<file path="config.mk">
export PLATFORM = sky130hd
export DESIGN_NAME = uart_ctrl_flat
export DESIGN_NICKNAME = d
export VERILOG_FILES = /design/src/rtl/uart_pkg.sv /design/src/rtl/uart_ctrl_if.sv /design/src/rtl/uart_fifo.sv /design/src/rtl/uart_ctrl.sv /design/src/flat_wrapper.sv
export SDC_FILE = /design/constraint.sdc
export NUM_CORES = 1
export LEC_CHECK = 0
export ABC_AREA = 1
export ABC_CLOCK_PERIOD_IN_PS = 3000
export CAP_MARGIN = 15
export CORE_MARGIN = 4
export CORE_UTILIZATION = 35
export CTS_CLUSTER_DIAMETER = 200
export DETAILED_ROUTE_END_ITERATION = 10
export PLACE_DENSITY = 0.61
export SYNTH_ARGS = -nofsm -noshare
export SYNTH_HDL_FRONTEND = slang
export SYNTH_SLANG_ARGS = --single-unit
</file>
<file path="constraint.sdc">
create_clock -name clk -period 3 [get_ports clk]
set_input_delay 0.6 -clock clk [delete_from_list [all_inputs] [get_ports clk]]
set_output_delay 0.6 -clock clk [all_outputs]
set_load 0.05 [all_outputs]
</file>
<file path="src/rtl/uart_pkg.sv">
// Shared constants, CSR layout and TX sequencer states for the UART controller.
package uart_pkg;

    localparam logic [2:0] IO_OFFSET  = 3'h0;
    localparam logic [2:0] CSR_OFFSET = 3'h4;

    // CSR bit positions
    localparam int CSR_TX_EMPTY    = 0;
    localparam int CSR_TX_FULL     = 1;
    localparam int CSR_RX_NONEMPTY = 2;
    localparam int CSR_RX_FULL     = 3;
    localparam int CSR_RX_OVERRUN  = 4;
    localparam int CSR_TX_DROP     = 5;
    localparam int CSR_FSM_ACTIVE  = 6;
    localparam int CSR_RX_IRQ_EN   = 8;
    localparam int CSR_TX_IRQ_EN   = 9;

    typedef enum logic [1:0] {
        IDLE      = 2'd0,
        WAIT_BUSY = 2'd1,
        WAIT_DONE = 2'd2
    } tx_state_t;

    // IO read word: flag bit 8 marks a real byte, an empty FIFO reads as zero.
    function automatic logic [31:0] io_read_word(input logic nonempty, input logic [7:0] head);
        logic [31:0] word;
        word = 32'd0;
        if (nonempty) begin
            word = {23'd0, 1'b1, head};
        end else begin
            word = 32'd0;
        end
        return word;
    endfunction

endpackage

</file>
<file path="src/rtl/uart_ctrl_if.sv">
// CPU load/store bus seen by the UART controller.
interface uart_ctrl_if;
    logic [2:0]  bus_addr;
    logic        bus_we;
    logic        bus_re;
    logic [31:0] bus_wdata;
    logic [31:0] bus_rdata;
    logic        bus_rvalid;

    modport master (
        output bus_addr, bus_we, bus_re, bus_wdata,
        input  bus_rdata, bus_rvalid
    );

    modport slave (
        input  bus_addr, bus_we, bus_re, bus_wdata,
        output bus_rdata, bus_rvalid
    );
endinterface

</file>
<file path="src/rtl/uart_fifo.sv">
// Synchronous FIFO with wrap-bit pointers; a pop on empty is ignored and a
// push on full only lands when a pop frees a slot in the same cycle.
module uart_fifo #(
    parameter int DEPTH = 4,
    parameter int WIDTH = 8
) (
    input  logic             clk,
    input  logic             rst,
    input  logic             push,
    input  logic             pop,
    input  logic [WIDTH-1:0] din,
    output logic [WIDTH-1:0] dout,
    output logic             full,
    output logic             empty
);
    localparam int AW = $clog2(DEPTH);
    localparam logic [AW:0] PTR_ONE = {{AW{1'b0}}, 1'b1};

    logic [AW:0]      wptr_q, wptr_d;
    logic [AW:0]      rptr_q, rptr_d;
    logic [WIDTH-1:0] mem_q [DEPTH];
    logic [WIDTH-1:0] mem_d [DEPTH];
    logic             do_push_s;
    logic             do_pop_s;

    assign empty     = (wptr_q == rptr_q);
    assign full      = (wptr_q[AW] != rptr_q[AW]) && (wptr_q[AW-1:0] == rptr_q[AW-1:0]);
    assign do_pop_s  = pop & ~empty;
    assign do_push_s = push & (~full | do_pop_s);
    assign dout      = mem_q[rptr_q[AW-1:0]];

    // Next pointers and storage contents.
    always_comb begin
        wptr_d = wptr_q;
        rptr_d = rptr_q;
        mem_d  = mem_q;
        if (do_push_s) begin
            mem_d[wptr_q[AW-1:0]] = din;
            wptr_d = wptr_q + PTR_ONE;
        end else begin
            wptr_d = wptr_q;
        end
        if (do_pop_s) begin
            rptr_d = rptr_q + PTR_ONE;
        end else begin
            rptr_d = rptr_q;
        end
    end

    // Pointer and storage registers.
    always_ff @(posedge clk or negedge rst) begin
        if (!rst) begin
            wptr_q <= '0;
            rptr_q <= '0;
            for (int i = 0; i < DEPTH; i++) begin
                mem_q[i] <= '0;
            end
        end else begin
            wptr_q <= wptr_d;
            rptr_q <= rptr_d;
            mem_q  <= mem_d;
        end
    end
endmodule

</file>
<file path="src/rtl/uart_ctrl.sv">
// UART controller: bus-mapped IO/CSR registers, TX FIFO feeding a send
// sequencer for UartTx, RX FIFO capturing bytes from UartRx, level irq.
module uart_ctrl
    import uart_pkg::*;
#(
    parameter int TX_DEPTH = 4,
    parameter int RX_DEPTH = 4
) (
    input  logic           clk,
    input  logic           rst,
    uart_ctrl_if.slave     bus,
    output logic           tx_send,
    output logic [7:0]     tx_data,
    input  logic           tx_busy,
    input  logic           rx_valid,
    input  logic [7:0]     rx_data,
    output logic           irq
);
    tx_state_t   state_q, state_d;
    logic        tx_send_q, tx_send_d;
    logic [7:0]  tx_data_q, tx_data_d;
    logic [31:0] rdata_q, rdata_d;
    logic        rvalid_q, rvalid_d;
    logic        irq_q, irq_d;
    logic        rx_overrun_q, rx_overrun_d;
    logic        tx_drop_q, tx_drop_d;
    logic        rx_irq_en_q, rx_irq_en_d;
    logic        tx_irq_en_q, tx_irq_en_d;

    logic        io_wr_s, io_rd_s, csr_wr_s, csr_rd_s;
    logic        tx_push_s, tx_pop_s, tx_full_s, tx_empty_s;
    logic [7:0]  tx_head_s;
    logic        rx_pop_eff_s, rx_full_s, rx_empty_s;
    logic [7:0]  rx_head_s;
    logic [31:0] csr_word_s;
    logic        unused_wdata_bits;

    assign io_wr_s      = bus.bus_we & (bus.bus_addr == IO_OFFSET);
    assign io_rd_s      = bus.bus_re & (bus.bus_addr == IO_OFFSET);
    assign csr_wr_s     = bus.bus_we & (bus.bus_addr == CSR_OFFSET);
    assign csr_rd_s     = bus.bus_re & (bus.bus_addr == CSR_OFFSET);
    // A full TX FIFO drops the write even if the sequencer pops this cycle.
    assign tx_push_s    = io_wr_s & ~tx_full_s;
    assign rx_pop_eff_s = io_rd_s & ~rx_empty_s;
    assign unused_wdata_bits = ^bus.bus_wdata[31:10];

    uart_fifo #(.DEPTH(TX_DEPTH), .WIDTH(8)) u_tx_fifo (
        .clk   (clk),
        .rst   (rst),
        .push  (tx_push_s),
        .pop   (tx_pop_s),
        .din   (bus.bus_wdata[7:0]),
        .dout  (tx_head_s),
        .full  (tx_full_s),
        .empty (tx_empty_s)
    );

    uart_fifo #(.DEPTH(RX_DEPTH), .WIDTH(8)) u_rx_fifo (
        .clk   (clk),
        .rst   (rst),
        .push  (rx_valid),
        .pop   (io_rd_s),
        .din   (rx_data),
        .dout  (rx_head_s),
        .full  (rx_full_s),
        .empty (rx_empty_s)
    );

    // TX sequencer: launch one byte, then wait for busy to rise and fall.
    always_comb begin
        state_d   = state_q;
        tx_pop_s  = 1'b0;
        tx_send_d = 1'b0;
        tx_data_d = tx_data_q;
        case (state_q)
            IDLE: begin
                if (!tx_empty_s && !tx_busy) begin
                    tx_pop_s  = 1'b1;
                    tx_send_d = 1'b1;
                    tx_data_d = tx_head_s;
                    state_d   = WAIT_BUSY;
                end else begin
                    state_d   = IDLE;
                end
            end
            WAIT_BUSY: begin
                if (tx_busy) begin
                    state_d = WAIT_DONE;
                end else begin
                    state_d = WAIT_BUSY;
                end
            end
            WAIT_DONE: begin
                if (!tx_busy) begin
                    state_d = IDLE;
                end else begin
                    state_d = WAIT_DONE;
                end
            end
            default: begin
                state_d = IDLE;
            end
        endcase
    end

    // CSR image assembled from live status and stored flags.
    always_comb begin
        csr_word_s                  = 32'd0;
        csr_word_s[CSR_TX_EMPTY]    = tx_empty_s;
        csr_word_s[CSR_TX_FULL]     = tx_full_s;
        csr_word_s[CSR_RX_NONEMPTY] = ~rx_empty_s;
        csr_word_s[CSR_RX_FULL]     = rx_full_s;
        csr_word_s[CSR_RX_OVERRUN]  = rx_overrun_q;
        csr_word_s[CSR_TX_DROP]     = tx_drop_q;
        csr_word_s[CSR_FSM_ACTIVE]  = (state_q != IDLE);
        csr_word_s[CSR_RX_IRQ_EN]   = rx_irq_en_q;
        csr_word_s[CSR_TX_IRQ_EN]   = tx_irq_en_q;
    end

    // Read data capture: sampled from pre-edge state, held until next read.
    always_comb begin
        rdata_d  = rdata_q;
        rvalid_d = bus.bus_re;
        if (io_rd_s) begin
            rdata_d = io_read_word(~rx_empty_s, rx_head_s);
        end else if (csr_rd_s) begin
            rdata_d = csr_word_s;
        end else if (bus.bus_re) begin
            rdata_d = 32'd0;
        end else begin
            rdata_d = rdata_q;
        end
    end

    // Sticky flags and enables; a new event wins over a same-cycle clear.
    always_comb begin
        rx_overrun_d = rx_overrun_q;
        tx_drop_d    = tx_drop_q;
        rx_irq_en_d  = rx_irq_en_q;
        tx_irq_en_d  = tx_irq_en_q;
        if (csr_wr_s) begin
            if (bus.bus_wdata[CSR_RX_OVERRUN]) begin
                rx_overrun_d = 1'b0;
            end else begin
                rx_overrun_d = rx_overrun_q;
            end
            if (bus.bus_wdata[CSR_TX_DROP]) begin
                tx_drop_d = 1'b0;
            end else begin
                tx_drop_d = tx_drop_q;
            end
            rx_irq_en_d = bus.bus_wdata[CSR_RX_IRQ_EN];
            tx_irq_en_d = bus.bus_wdata[CSR_TX_IRQ_EN];
        end else begin
            rx_irq_en_d = rx_irq_en_q;
            tx_irq_en_d = tx_irq_en_q;
        end
        if (rx_valid && rx_full_s && !rx_pop_eff_s) begin
            rx_overrun_d = 1'b1;
        end else begin
            rx_overrun_d = rx_overrun_d;
        end
        if (io_wr_s && tx_full_s) begin
            tx_drop_d = 1'b1;
        end else begin
            tx_drop_d = tx_drop_d;
        end
    end

    // Interrupt request from current status, registered.
    always_comb begin
        irq_d = (rx_irq_en_q & ~rx_empty_s) |
                (tx_irq_en_q & tx_empty_s & (state_q == IDLE));
    end

    // Controller state registers.
    always_ff @(posedge clk or negedge rst) begin
        if (!rst) begin
            state_q      <= IDLE;
            tx_send_q    <= 1'b0;
            tx_data_q    <= 8'd0;
            rdata_q      <= 32'd0;
            rvalid_q     <= 1'b0;
            irq_q        <= 1'b0;
            rx_overrun_q <= 1'b0;
            tx_drop_q    <= 1'b0;
            rx_irq_en_q  <= 1'b0;
            tx_irq_en_q  <= 1'b0;
        end else begin
            state_q      <= state_d;
            tx_send_q    <= tx_send_d;
            tx_data_q    <= tx_data_d;
            rdata_q      <= rdata_d;
            rvalid_q     <= rvalid_d;
            irq_q        <= irq_d;
            rx_overrun_q <= rx_overrun_d;
            tx_drop_q    <= tx_drop_d;
            rx_irq_en_q  <= rx_irq_en_d;
            tx_irq_en_q  <= tx_irq_en_d;
        end
    end

    assign tx_send        = tx_send_q;
    assign tx_data        = tx_data_q;
    assign irq            = irq_q;
    assign bus.bus_rdata  = rdata_q;
    assign bus.bus_rvalid = rvalid_q;
endmodule

</file>
<file path="src/flat_wrapper.sv">
// flat-port wrapper written by rule: the top's interface ports become plain ports
module uart_ctrl_flat import uart_pkg::*;
#(
    parameter int TX_DEPTH = 4,
    parameter int RX_DEPTH = 4
)
  (clk, rst, tx_send, tx_data, tx_busy, rx_valid, rx_data, irq, bus_bus_addr, bus_bus_we, bus_bus_re, bus_bus_wdata, bus_bus_rdata, bus_bus_rvalid);
  uart_ctrl_if bus_i ();
  input  logic clk;
  input  logic rst;
  output logic tx_send;
  output logic [7:0] tx_data;
  input  logic tx_busy;
  input  logic rx_valid;
  input  logic [7:0] rx_data;
  output logic irq;
  input wire logic [$bits(bus_i.bus_addr)-1:0] bus_bus_addr;
  input wire logic [$bits(bus_i.bus_we)-1:0] bus_bus_we;
  input wire logic [$bits(bus_i.bus_re)-1:0] bus_bus_re;
  input wire logic [$bits(bus_i.bus_wdata)-1:0] bus_bus_wdata;
  output wire logic [$bits(bus_i.bus_rdata)-1:0] bus_bus_rdata;
  output wire logic [$bits(bus_i.bus_rvalid)-1:0] bus_bus_rvalid;
  assign bus_i.bus_addr = bus_bus_addr;
  assign bus_i.bus_we = bus_bus_we;
  assign bus_i.bus_re = bus_bus_re;
  assign bus_i.bus_wdata = bus_bus_wdata;
  assign bus_bus_rdata = bus_i.bus_rdata;
  assign bus_bus_rvalid = bus_i.bus_rvalid;
  uart_ctrl #(.TX_DEPTH(TX_DEPTH), .RX_DEPTH(RX_DEPTH)) u_core (.clk(clk), .rst(rst), .bus(bus_i), .tx_send(tx_send), .tx_data(tx_data), .tx_busy(tx_busy), .rx_valid(rx_valid), .rx_data(rx_data), .irq(irq));
endmodule
</file>
After elaboration in Yosys (flattened, before gate mapping). Index checks and enable logic that the tools add are counted.

Register bits: 125. Input bits: 49. Output and inout port bits: 43. Logic and storage cells: 114.

$add $sub $neg: 4. Order comparisons: 6. Equal/unequal tests: 9. Multiplexer cells: 28. Bitwise gates (word level): 23. Reduce and logical (&&, ||, !) cells: 22.

Operator list (number): $mux W32 (3); $bwmux W32 (2); $mux W8 (6); $bmux W8 S2 (2); $demux W8 S2 (2); $add A3 B1 Y3 const B (4); $and A1 B1 Y1 (12); $ge A3 B3 Y1 const B (4); $not A2 Y3 (4); $reduce_bool A2 Y1 (5); $mux W1 (9); $mux W9 (1); $logic_and A1 B1 Y1 (8); $eq A3 B3 Y1 (2); $lt A3 B1 Y1 const B (2); $pmux W2 S3 (1); $reduce_and A2 Y1 (3); $eq A2 B2 Y1 (2); $mux W2 (2); $not A1 Y1 (4); $eq A3 B3 Y1 const B (1); $logic_not A1 Y1 (3); $logic_not A3 Y1 (1); $or A1 B1 Y1 (3); other kinds (5) (6).

Longest topological paths before layout.
Depth after elaboration: 8. Mapped depth: 10. Mapped depth without buffers: 9.

By module. From an unflattened synthesis, not the netlist that was laid out.

Cells, all modules: 650. Area total of the unflattened synthesis: 5398.9 µm².

Modules (own cells, without submodules): uart_fifo (instances 2, cells each 237, area each 1978.1 µm²); uart_ctrl (instances 1, cells each 176, area each 1442.6 µm²).

Worst setup path before layout. No wires, ideal clock.

Path type: input-to-reg. Start point: in bus_bus_addr[1]. End point: reg u_core.u_tx_fifo.mem_q[14] in the netlist's numbering. Setup time: 0.122 ns. Arrival: 1.444 ns. Data required time: 2.878 ns. Path slack: 1.434 ns. Stages: 7. Cell sequence: nor2_1 and3_1 buf_2 nand3_4 buf_8 nand2_1 o21ai_2.

Word-level cells in the longest chain between the ends: 4.

Ends and longest elaborated chain: start: declaration (RTL line flat_wrapper.sv:17) `input wire logic [$bits(bus_i.bus_addr)-1:0] bus_bus_addr;`; $logic_not A3 Y1 (RTL line uart_ctrl.sv:38) `assign io_wr_s = bus.bus_we & (bus.bus_addr == IO_OFFSET);`; $and A1 B1 Y1 (RTL line uart_ctrl.sv:38); $and A1 B1 Y1 (RTL line uart_ctrl.sv:43) `assign tx_push_s = io_wr_s & ~tx_full_s;`; $and A1 B1 Y1 (RTL line uart_fifo.sv:29) `assign do_push_s = push & (~full | do_pop_s);`; end signal: assignment (RTL line uart_fifo.sv:61) `mem_q <= mem_d;`; end: declaration (RTL line uart_fifo.sv:21) `logic [WIDTH-1:0] mem_q [DEPTH];`.

Every way passes these cells. A chain may end at the register's enable or synchronous reset.

Final worst setup path.
Start point: reg u_core.rdata_q[4], in the netlist u_core.bus.bus_rdata[4]. End point: out bus_bus_rdata[4].

RTL lines: start: declaration (RTL line uart_ctrl.sv:22) `logic [31:0] rdata_q, rdata_d;`; start signal: assignment (RTL line uart_ctrl.sv:193) `rdata_q <= rdata_d;`; end: declaration (RTL line flat_wrapper.sv:21) `output wire logic [$bits(bus_i.bus_rdata)-1:0] bus_bus_rdata;`.

No word-level cell between the ends.

==> run metrics <==
status completed; setup_tns 0 ns; CTS Buffer Depth 2; headroom to the max-slew limit 0.6346; Tot GR Track Use 0.1499; CP Class reg2out; Final HPWL DP 8076 µm; FP Rows 43; Hold Path Class in2async; Initial DRT Pass Iterations 4; # fillers roughly 1400; share of cells above drive strength 1 0.08914; DRC errors left 0; Final Max Tran Viols 0; Nets 671; setup violators final 0; DR iter-0 viols 298; Seq cells post-synth 103; critical path's largest stage delay 0.81 ns; Worst-path clk slew 0.07 ns; final worst-path cycle share 0.7152; leakage 2.822 nW; Layout area overhead 15.58%; routed length per instance 14.73 µm; worst hold slack 0.2276 ns; Post-CTS Resized 0; Buf/Inv on CP 1; max_cap viols 0; antenna violations before repair 0; hold buffers post-CTS 0; transition time of the tightest slew-check pin 0.5482 ns; number of synthesized flops with an enable pin 0; Core Footprint 0.01404 mm²; Layout Skew 0.004415 ns; global-route wire length before repair 19670 µm; Syn Inst Count 573; most frequent cells in the layout nand2_1, dfrtp_1, o21ai_0, clkdlybuf4s50_1, nor2_1; Avg Cell Area, Syn 8.874 µm²; Reg-to-Reg Start u_core.u_rx_fifo.rptr_q[1]; DR vias/cell roughly 5; Die Span Y 128.5 µm; CTS sink count 103; Critical Path AT 1.55 ns; Tmin final 2.146 ns; antenna cells 0; Ports 92; crit path launch type flop; vias in the first global route 3830; worst-path cell chain clkdlybuf4s50_1; Routability Congestion 0.8130; Final Hold Viols 0; initial core utilization 0.3621; Worst path slowest cell clkdlybuf4s50_1; gr ovfl total 0; post-synth cell types 34; synthesized area around 0.005 mm²; TritonCTS clock tree done; TritonCTS buffer count 9; Post-Route WL about 12000 µm; peak supply drop 567.6 µV; largest net degree at the start of global routing 45; final antenna-violating net count 0; Die Width 128.5 µm; Worst EP required 2.40 ns; CP Launch Point u_core.bus.bus_rdata[4]; RSZ-0062 raised after global routing false; YS warnings 0; fmax 0.4661 GHz; Die Area 0.01652 mm²; PD cells 1047 mW/mm²; crit-path max FO 2; Post-CTS Setup Repair Bufs 0; Async SR Flop Fraction 1.000; sequential share of the synthesized area 0.5069; # H-tree levels 3; Top FF cell, synth dfrtp_1; CTS root buf clkbuf_16; cell family with most CP delay buffers and inverters; worst skew pair latency 0.35 ns; CP Capture Type output pin; commonest non-fill, non-tap cell in the layout nand2_1; total number of vias ~4000; I/O Buffers 47
cells by family after synthesis:
| group | Yosys count | share of synthesized area |
|---|---|---|
| DFF | 103 | 0.5069 |
| adders and majority gates | 10 | 0.02461 |
| xor gates and xnor gates | 11 | 0.02190 |
| and+or+nand+nor | 281 | 0.2539 |
| other | 1 | 0.0007375 |
| AOI/OAI and AO/OA | 91 | 0.09769 |
| buffers and inverters | 76 | 0.09424 |
cell usage after synthesis, types with 3 or more instances:
library cell    n  area (µm²)
buf_1           3       11.26
buf_2           7       35.03
buf_4          26       195.2
buf_6           5       56.30
buf_8           4       60.06
clkbuf_1        4       15.01
dfrtp_1       103        2577
ha_1           10       125.1
inv_1          20       75.07
inv_2           3       11.26
nand2_1       176       660.6
nand2_2         6       37.54
nand3_1        18       90.09
nand3_2         3       30.03
nand3_4         6       105.1
nand4_1        33       206.5
nor2_1         34       127.6
o21ai_0        46       230.2
o21ai_1        23       115.1
o21ai_2         5       43.79
o22ai_1        15       93.84
xnor2_1         5       43.79
xor2_1          4       35.03
per-layer routing:
layer | vias to the layer above | share of wire | track usage
met2 | 85 | 0.51 | 0.2541
met3 | 6 | 0.045 | 0.03944
met5 | - | 0 | 0
met1 | 1910 | 0.43 | 0.1898
li1 | 1924 | - | -
met4 | 0 | 0.0083 | 0.04200
layout make-up:
class | count | area [µm²] | area share
multi-input cells | 415 | 2107 | 0.3585
clock buffers | 10 | 239.0 | 0.04066
clock inverters | 6 | 73.82 | 0.01256
repair buffers | 56 | 548.0 | 0.09325
well taps | 180 | 225.2 | 0.03832
flip-flops and latches | 103 | 2577 | 0.4386
inverters | 27 | 106.4 | 0.01810
through the flow:
stage	power [mW]	worst slack [ns]	std cells	utilization	cell area, µm²
6_report	6.154	0.8544	797	0.4185	5877
5_1_grt	6.633	0.7025	797	0.4185	5877
4_1_cts	6.222	0.7999	797	0.4185	5877
3_5_place_dp	4.957	0.6739	781	0.3962	5564
3_3_place_gp	4.878	0.6882	781	0.3962	5564
2_1_floorplan	4.296	1.434	594	-	5164
worst paths after layout:
check	to	slack (ns)	depth (start not counted)
max in group asynchronous	u_core.bus.bus_rdata[7]	2.09	2
setup / recovery	bus_bus_rdata[4]	0.85	1
hold / removal	u_core.u_tx_fifo.wptr_q[2]	0.23	1
min in group clk	u_core.state_q[0]	0.47	1
setup reg to reg	u_core.u_rx_fifo.mem_q[2]	0.97	8
hold reg to reg	u_core.state_q[0]	0.47	1
power by group:
group	switching [mW]	internal [mW]	total [mW]
Clock	0.547	0.684	1.23
Combinational	1.66	0.904	2.56
Sequential	0.428	1.93	2.36
Total	2.63	3.52	6.15
registers in the layout, summed over array words and instances (netlist names):
| name | cells |
|---|---|
| u_core.u_tx_fifo.mem_q | 32 |
| u_core.tx_send | 1 |
| u_core.u_tx_fifo.rptr_q | 3 |
| u_core.u_rx_fifo.mem_q | 32 |
| u_core.tx_drop_q | 1 |
| u_core.tx_data | 8 |
| u_core.tx_irq_en_q | 1 |
| u_core.irq | 1 |
| u_core.state_q | 2 |
| u_core.bus.bus_rvalid | 1 |
| u_core.rx_irq_en_q | 1 |
| u_core.u_rx_fifo.rptr_q | 3 |
| u_core.rx_overrun_q | 1 |
| u_core.u_rx_fifo.wptr_q | 3 |
| u_core.bus.bus_rdata | 10 |
| u_core.u_tx_fifo.wptr_q | 3 |
No activity file was read; power rests on OpenSTA's default activity.
